==> config.mk <==
export PLATFORM = sky130hd
export DESIGN_NAME = fp_mul_sched
export DESIGN_NICKNAME = d
export VERILOG_FILES = /design/src/rtl/fp_mul_sched.sv
export SDC_FILE = /design/constraint.sdc
export NUM_CORES = 2
export LEC_CHECK = 0
export ABC_AREA = 0
export BUFFER_PORTS_ARGS = -buffer_cell sky130_fd_sc_hd__buf_4
export CAP_MARGIN = 5
export CORE_MARGIN = 2
export CORE_UTILIZATION = 57
export CTS_BUF_LIST = sky130_fd_sc_hd__clkbuf_4 sky130_fd_sc_hd__clkbuf_8
export DETAILED_ROUTE_END_ITERATION = 16
export PLACE_DENSITY = 0.78
export SETUP_SLACK_MARGIN = 0.2
export SYNTH_ARGS = -nofsm -noshare
export SYNTH_HDL_FRONTEND = slang
export SYNTH_SLANG_ARGS = --single-unit
==> constraint.sdc <==
create_clock -name clk -period 10.6 [get_ports clk]
set_input_delay 1.06 -clock clk [delete_from_list [all_inputs] [get_ports clk]]
set_output_delay 1.06 -clock clk [all_outputs]
set_load 0.005 [all_outputs]
==> src/rtl/fp_mul_sched.sv <==
// fp_mul_sched: one sequenced IEEE-754 single-precision multiplier shared by NREQ
// requesters through a round-robin arbiter; each result is held until it is accepted.
module fp_mul_sched #(
    parameter int NREQ    = 4,
    parameter int IDW     = 2,
    parameter int MUL_CYC = 2
) (
    input  logic                 clk,
    input  logic                 rst_n,
    input  logic [NREQ-1:0]      req_valid,
    input  logic [NREQ*32-1:0]   req_a,
    input  logic [NREQ*32-1:0]   req_b,
    output logic [NREQ-1:0]      req_ready,
    output logic                 resp_valid,
    output logic [IDW-1:0]       resp_id,
    output logic [31:0]          resp_result,
    output logic [3:0]           resp_flags,
    input  logic                 resp_ready,
    output logic                 busy
);
    localparam int CW = (MUL_CYC > 1) ? $clog2(MUL_CYC) : 1;

    typedef enum logic [2:0] {
        S_IDLE,
        S_EXP,
        S_MUL,
        S_NORM,
        S_RESP
    } state_t;

    state_t state, state_nx;

    logic [IDW-1:0]    rr_ptr;
    logic [IDW-1:0]    gnt_id;
    logic [IDW-1:0]    idx;
    logic              any_valid;
    logic [31:0]       a_arr [NREQ];
    logic [31:0]       b_arr [NREQ];

    logic [IDW-1:0]    id_r;
    logic [31:0]       a_r, b_r;
    logic              s_r;
    logic signed [9:0] e_r;
    logic [24:0]       p_r;
    logic [CW-1:0]     cnt;

    logic [47:0]       prod;
    logic              prod_unused;
    logic signed [9:0] e_n;
    logic [22:0]       mant_n;
    logic [31:0]       res_n;
    logic [3:0]        flg_n;

    always_comb begin
        for (int unsigned i = 0; i < NREQ; i++) begin
            a_arr[i] = req_a[i*32 +: 32];
            b_arr[i] = req_b[i*32 +: 32];
        end
    end

    // First valid requester scanning upward from rr_ptr, wrapping at NREQ.
    always_comb begin
        any_valid = 1'b0;
        gnt_id    = '0;
        idx       = '0;
        for (int unsigned i = 0; i < NREQ; i++) begin
            idx = IDW'((32'(rr_ptr) + i) % NREQ);
            if (!any_valid && req_valid[idx]) begin
                any_valid = 1'b1;
                gnt_id    = idx;
            end
        end
    end

    always_ff @(posedge clk or negedge rst_n) begin
        if (!rst_n) begin
            state <= S_IDLE;
        end else begin
            state <= state_nx;
        end
    end

    always_comb begin
        state_nx = state;
        unique case (state)
            S_IDLE:  if (any_valid) state_nx = S_EXP;
            S_EXP:   state_nx = S_MUL;
            S_MUL:   if (cnt == '0) state_nx = S_NORM;
            S_NORM:  state_nx = S_RESP;
            S_RESP:  if (resp_ready) state_nx = S_IDLE;
            default: state_nx = S_IDLE;
        endcase
    end

    always_comb begin
        req_ready = '0;
        if (rst_n && state == S_IDLE && any_valid) begin
            req_ready[gnt_id] = 1'b1;
        end
        busy       = (state != S_IDLE);
        resp_valid = (state == S_RESP);
    end

    assign prod        = {1'b1, a_r[22:0]} * {1'b1, b_r[22:0]};
    assign prod_unused = ^prod[22:0];

    // p_r holds product bits [47:23]: bit 24 is the carry-out, the rest feed either alignment.
    always_comb begin
        e_n    = p_r[24] ? (e_r + 10'sd1) : e_r;
        mant_n = p_r[24] ? p_r[23:1] : p_r[22:0];
        res_n  = {s_r, e_n[7:0], mant_n};
        flg_n  = 4'b0000;
        if (a_r[30:23] == 8'hFF || b_r[30:23] == 8'hFF) begin
            res_n = 32'h7FC0_0000;
            flg_n = 4'b1000;
        end else if (a_r[30:23] == 8'h00 || b_r[30:23] == 8'h00) begin
            res_n = {s_r, 31'b0};
            flg_n = 4'b0001;
        end else if (e_n >= 10'sd255) begin
            res_n = {s_r, 8'hFF, 23'b0};
            flg_n = 4'b0100;
        end else if (e_n <= 10'sd0) begin
            res_n = {s_r, 31'b0};
            flg_n = 4'b0011;
        end
    end

    always_ff @(posedge clk or negedge rst_n) begin
        if (!rst_n) begin
            rr_ptr      <= '0;
            id_r        <= '0;
            a_r         <= '0;
            b_r         <= '0;
            s_r         <= 1'b0;
            e_r         <= '0;
            p_r         <= '0;
            cnt         <= '0;
            resp_id     <= '0;
            resp_result <= '0;
            resp_flags  <= '0;
        end else begin
            unique case (state)
                S_IDLE: begin
                    if (any_valid) begin
                        a_r  <= a_arr[gnt_id];
                        b_r  <= b_arr[gnt_id];
                        id_r <= gnt_id;
                    end
                end
                S_EXP: begin
                    s_r <= a_r[31] ^ b_r[31];
                    e_r <= $signed({2'b00, a_r[30:23]}) + $signed({2'b00, b_r[30:23]}) - 10'sd127;
                    cnt <= CW'(MUL_CYC - 1);
                end
                S_MUL: begin
                    p_r <= prod[47:23];
                    if (cnt != '0) cnt <= cnt - 1'b1;
                end
                S_NORM: begin
                    resp_id     <= id_r;
                    resp_result <= res_n;
                    resp_flags  <= flg_n;
                end
                S_RESP: begin
                    if (resp_ready) begin
                        rr_ptr <= (id_r == IDW'(NREQ - 1)) ? '0 : id_r + 1'b1;
                    end
                end
                default: ;
            endcase
        end
    end

endmodule

==> metrics.md <==
| Metric | Value |
|---|---|
| Crit-path cells | `clkinv_1, nor2_1, fa_1, fa_1, inv_1, fa_1, inv_1, fa_1, inv_1, fa_1, inv_1, fa_1, inv_1, fa_1, inv_1, ha_1, nand4_1, nor3_1, nand4_1, o211ai_1, o211ai_2, a2111oi_2, mux2i_1, o311ai_0` |
| Placed cell areas | `between 20000 and 30000 um2` |
| Core ar. | `~47000 um2` |
| Max-slew headroom | `18.7%` |
| CP Capture Point | `p_r[21]$_DFFE_PN0N_` |
| CP dominant cell by count | `fa_1` |
| Pin count of the biggest net entering global routing | `approximately 110` |
| CTS max path bufs | `2` |
| Clock Skew | `0.0300 ns` |
| Finish-stage setup viols | `0` |
| Fin crit share | `75.3%` |
| Synth async-reset ratio | `100%` |
| Delay of the slowest critical-path stage | `around 0.84 ns` |
| Max Fclk | `0.125 GHz` |
| Setup TNS | `0 ns` |
| Simple-gate portion of the synthesized area | `between 20% and 30%` |
| I/O Buffers | `306` |
| Total clock buffers created by CTS | `17` |
| HP Class | `reg2reg` |
| Tot GR Track Use | `around a third` |
| Outcome | `completed` |
| Grt total ovfl | `0` |
| Routability congestion estimate | `0.971` |
| Number of global-route vias before repair | `~24k` |
| Area of the mapped netlist | `around 27000 um2` |
| Layout area overhead | `11.5%` |
| Drt first pass iters | `5` |
| Xor and xnor area share after synthesis | `roughly 1.1%` |
| Die ar. | `~50000 um2` |
| Post-Synthesis Net Count | `4160` |
| Cts hold-fix bufs | `0` |
| Fillers | `roughly 4k` |
| Die H | `221 um` |
| Crit Reg-Reg Startpoint | `b_r[8]$_DFFE_PN0P_` |
| Share of post-route cells with drive strength above 1 | `between 10% and 20%` |
| WL/cell | `approximately 21 um` |
| TritonCTS Sinks | `around 150` |
| I/O Pins | `between 300 and 400` |
| Initial core utilization | `57.9%` |
| Initial antenna violation count | `6` |
| Cells on worst reg2reg path | `24` |
| M2 GR Usage | `~58%` |
| YS warnings | `0` |
| CP Capture Type | `register` |
| Post-synthesis register bit count | `around 150` |
| WL final | `about 84000 um` |
| Root buffer cell | `clkbuf_8` |
| Post-synth EDFFs | `0` |
| Total Nets Final | `4346` |
| Detail Placement HPWL | `approximately 67000 um` |
| Compound-cell area share of the yosys netlist | `between 8 and 9%` |
| Post-route insts no fill | `a little over 4k` |
| Critical Path Fanout Max | `17` |
| Remaining antenna violation count | `0` |
| Sequential Area | `3650 um2` |
| Post-Synth Adder-Cell Area | `approximately 44%` |
| Routing usage on met1 | `43.2%` |
| Fraction of synthesized area in multiplexers | `approximately 1.1%` |
| R2r endpoint | `p_r[21]$_DFFE_PN0N_` |
| RSZ-0062 raised after global routing | `no` |
| Worst Tran Pin Value | `between 1 and 1.5 ns` |
| CP max stage cell | `dfrtp_1` |
| Clk slew on worst S/H paths | `0.11 ns` |
| R2R setup slack | `around 2.6 ns` |
| CP arrival | `approximately 8.4 ns` |
| First-pass GRT wire length | `132000 um` |
| Fin. Hold Viols | `0` |
| Largest family of logic cells by synthesized area | `adder cells` |
| Seq/Total Area, Yosys | `between 10% and 20%` |
| Initial DRC count | `around 1.6k` |
| Met3 usage | `under 10%` |
| Most common flop cell mapped by yosys | `dfrtp_1` |
| Post-CTS setup buffer count | `0` |
| Via count | `roughly 23k` |
| Post-synthesis area per instance | `about 8.3 um2` |
| Crit Path Class | `reg2reg` |
| Final min period | `roughly 8 ns` |
| CP Launch Point | `b_r[8]$_DFFE_PN0P_` |
| Row cnt | `79` |
| # resized after CTS | `0` |
| Die Span X | `around 220 um` |
| CTS tree | `built` |
| Yosys cell types | `a little under 70` |
| Worst skew pair latency | `between 0.5 and 0.6 ns` |
| Final Slew Violations | `0` |
| Final Cell Area | `30000 um2` |
| Startpoint Class | `register` |
| Via/cell ratio | `~5.7` |
| Drc violations | `0` |
| Dpl cells | `~4k` |
| WP data required | `~11 ns` |
| Max Cap Viol | `0` |
| H-tree depth | `4` |
| Syn Inst Count | `between 3k and 4k` |
| Area taken by multi-input logic gates | `between 20000 and 25000 um2` |
| Gr busiest metal | `met2` |
==> cell families after synthesis <==
family | Yosys count
AO/OA/AOI/OAI | 356
adder cells (fa/ha/maj) | 668
XOR/XNOR | 33
flip-flops | 146
AND/OR/NAND/NOR | 1221
buffers and inverters | 775
multiplexers | 30
==> final cells by class <==
type | count | area share (%)
flip-flops and latches | 146 | 12.2
diodes | 4 | 0.0333
repair buffers | 342 | 8.56
multi-input cells | 2308 | 67.8
clock buffers | 17 | 0.779
well taps | 607 | 2.53
clock inverters | 15 | 0.617
inverters | 600 | 7.50
==> synthesized netlist by cell type (12+ instances only) <==
cell type,n,area share (%)
inv_1,598,8.3
nand2_1,552,7.7
fa_1,482,36
nor2_1,256,3.6
and2_1,253,5.9
ha_1,186,8.6
clkbuf_1,164,2.3
o21ai_0,164,3.0
dfrtp_1,146,14
nand3_1,79,1.5
a21oi_1,58,1.1
o211ai_1,29,0.81
mux2i_1,26,0.97
xnor2_1,22,0.72
o21ai_2,21,0.68
nand4_1,20,0.46
a21o_1,17,0.47
nor3_1,17,0.32
o21bai_1,12,0.33
==> critical path: cells and delay by family, from the launching register on <==
family	cells	cell delay (ns)
compound gates	4	1.15
fa+ha+maj	8	3.79
flops	1	0.84
simple gates	4	0.95
buf+inv	7	0.84
mux	1	0.22
==> registers in the layout, indices dropped and copies added (netlist names) <==
| register | count |
|---|---|
| a_r | 32 |
| b_r | 32 |
| cnt | 1 |
| e_r | 10 |
| id_r | 2 |
| p_r | 25 |
| resp_flags | 4 |
| resp_id | 2 |
| resp_result | 32 |
| rr_ptr | 2 |
| s_r | 1 |
| state | 3 |
==> worst min path at each step <==
stage,cells past startpoint,endpoint,startpoint
2_1_floorplan,2,cnt$_DFFE_PN0P_,cnt$_DFFE_PN0P_
3_3_place_gp,1,state[0]$_DFFE_PN0P_,cnt$_DFFE_PN0P_
3_5_place_dp,2,resp_result[7]$_DFFE_PN0P_,resp_result[7]$_DFFE_PN0P_
4_1_cts,2,b_r[17]$_DFFE_PN0P_,b_r[17]$_DFFE_PN0P_
5_1_grt,2,resp_result[13]$_DFFE_PN0P_,resp_result[13]$_DFFE_PN0P_
6_report,2,b_r[17]$_DFFE_PN0P_,b_r[17]$_DFFE_PN0P_
==> through the flow <==
step / util, % / setup slack [ns] / hold WS (ns)
CTS: 64.5 / 2.71 / 0.494
finish: 64.5 / 2.61 / 0.493
floorplan: - / 3.96 / 0.443
global placement: 63.6 / 2.90 / 0.462
detailed placement: 63.6 / 2.74 / 0.472
global route: 64.5 / 2.20 / 0.522
==> placed cells by master (no fill, tap or decap), types with 26 or more instances in the layout <==
master    instances
a21oi_1          58
and2_1          253
buf_4           341
dfrtp_1         146
fa_1            482
ha_1            186
inv_1           598
mux2i_1          26
nand2_1         552
nand3_1          79
nor2_1          256
o211ai_1         29
o21ai_0         164
==> metal layers <==
| metal | vias up | wire length, um |
|---|---|---|
| met2 | 1075 | 40900 |
| li1 | 10200 | - |
| met3 | 261 | 7250 |
| met5 | - | 13 |
| met4 | 2 | 5140 |
| met1 | 11300 | 31200 |
Power is not shown: default switching activity piles up to over one toggle a cycle in this logic, so the estimate is an artifact.
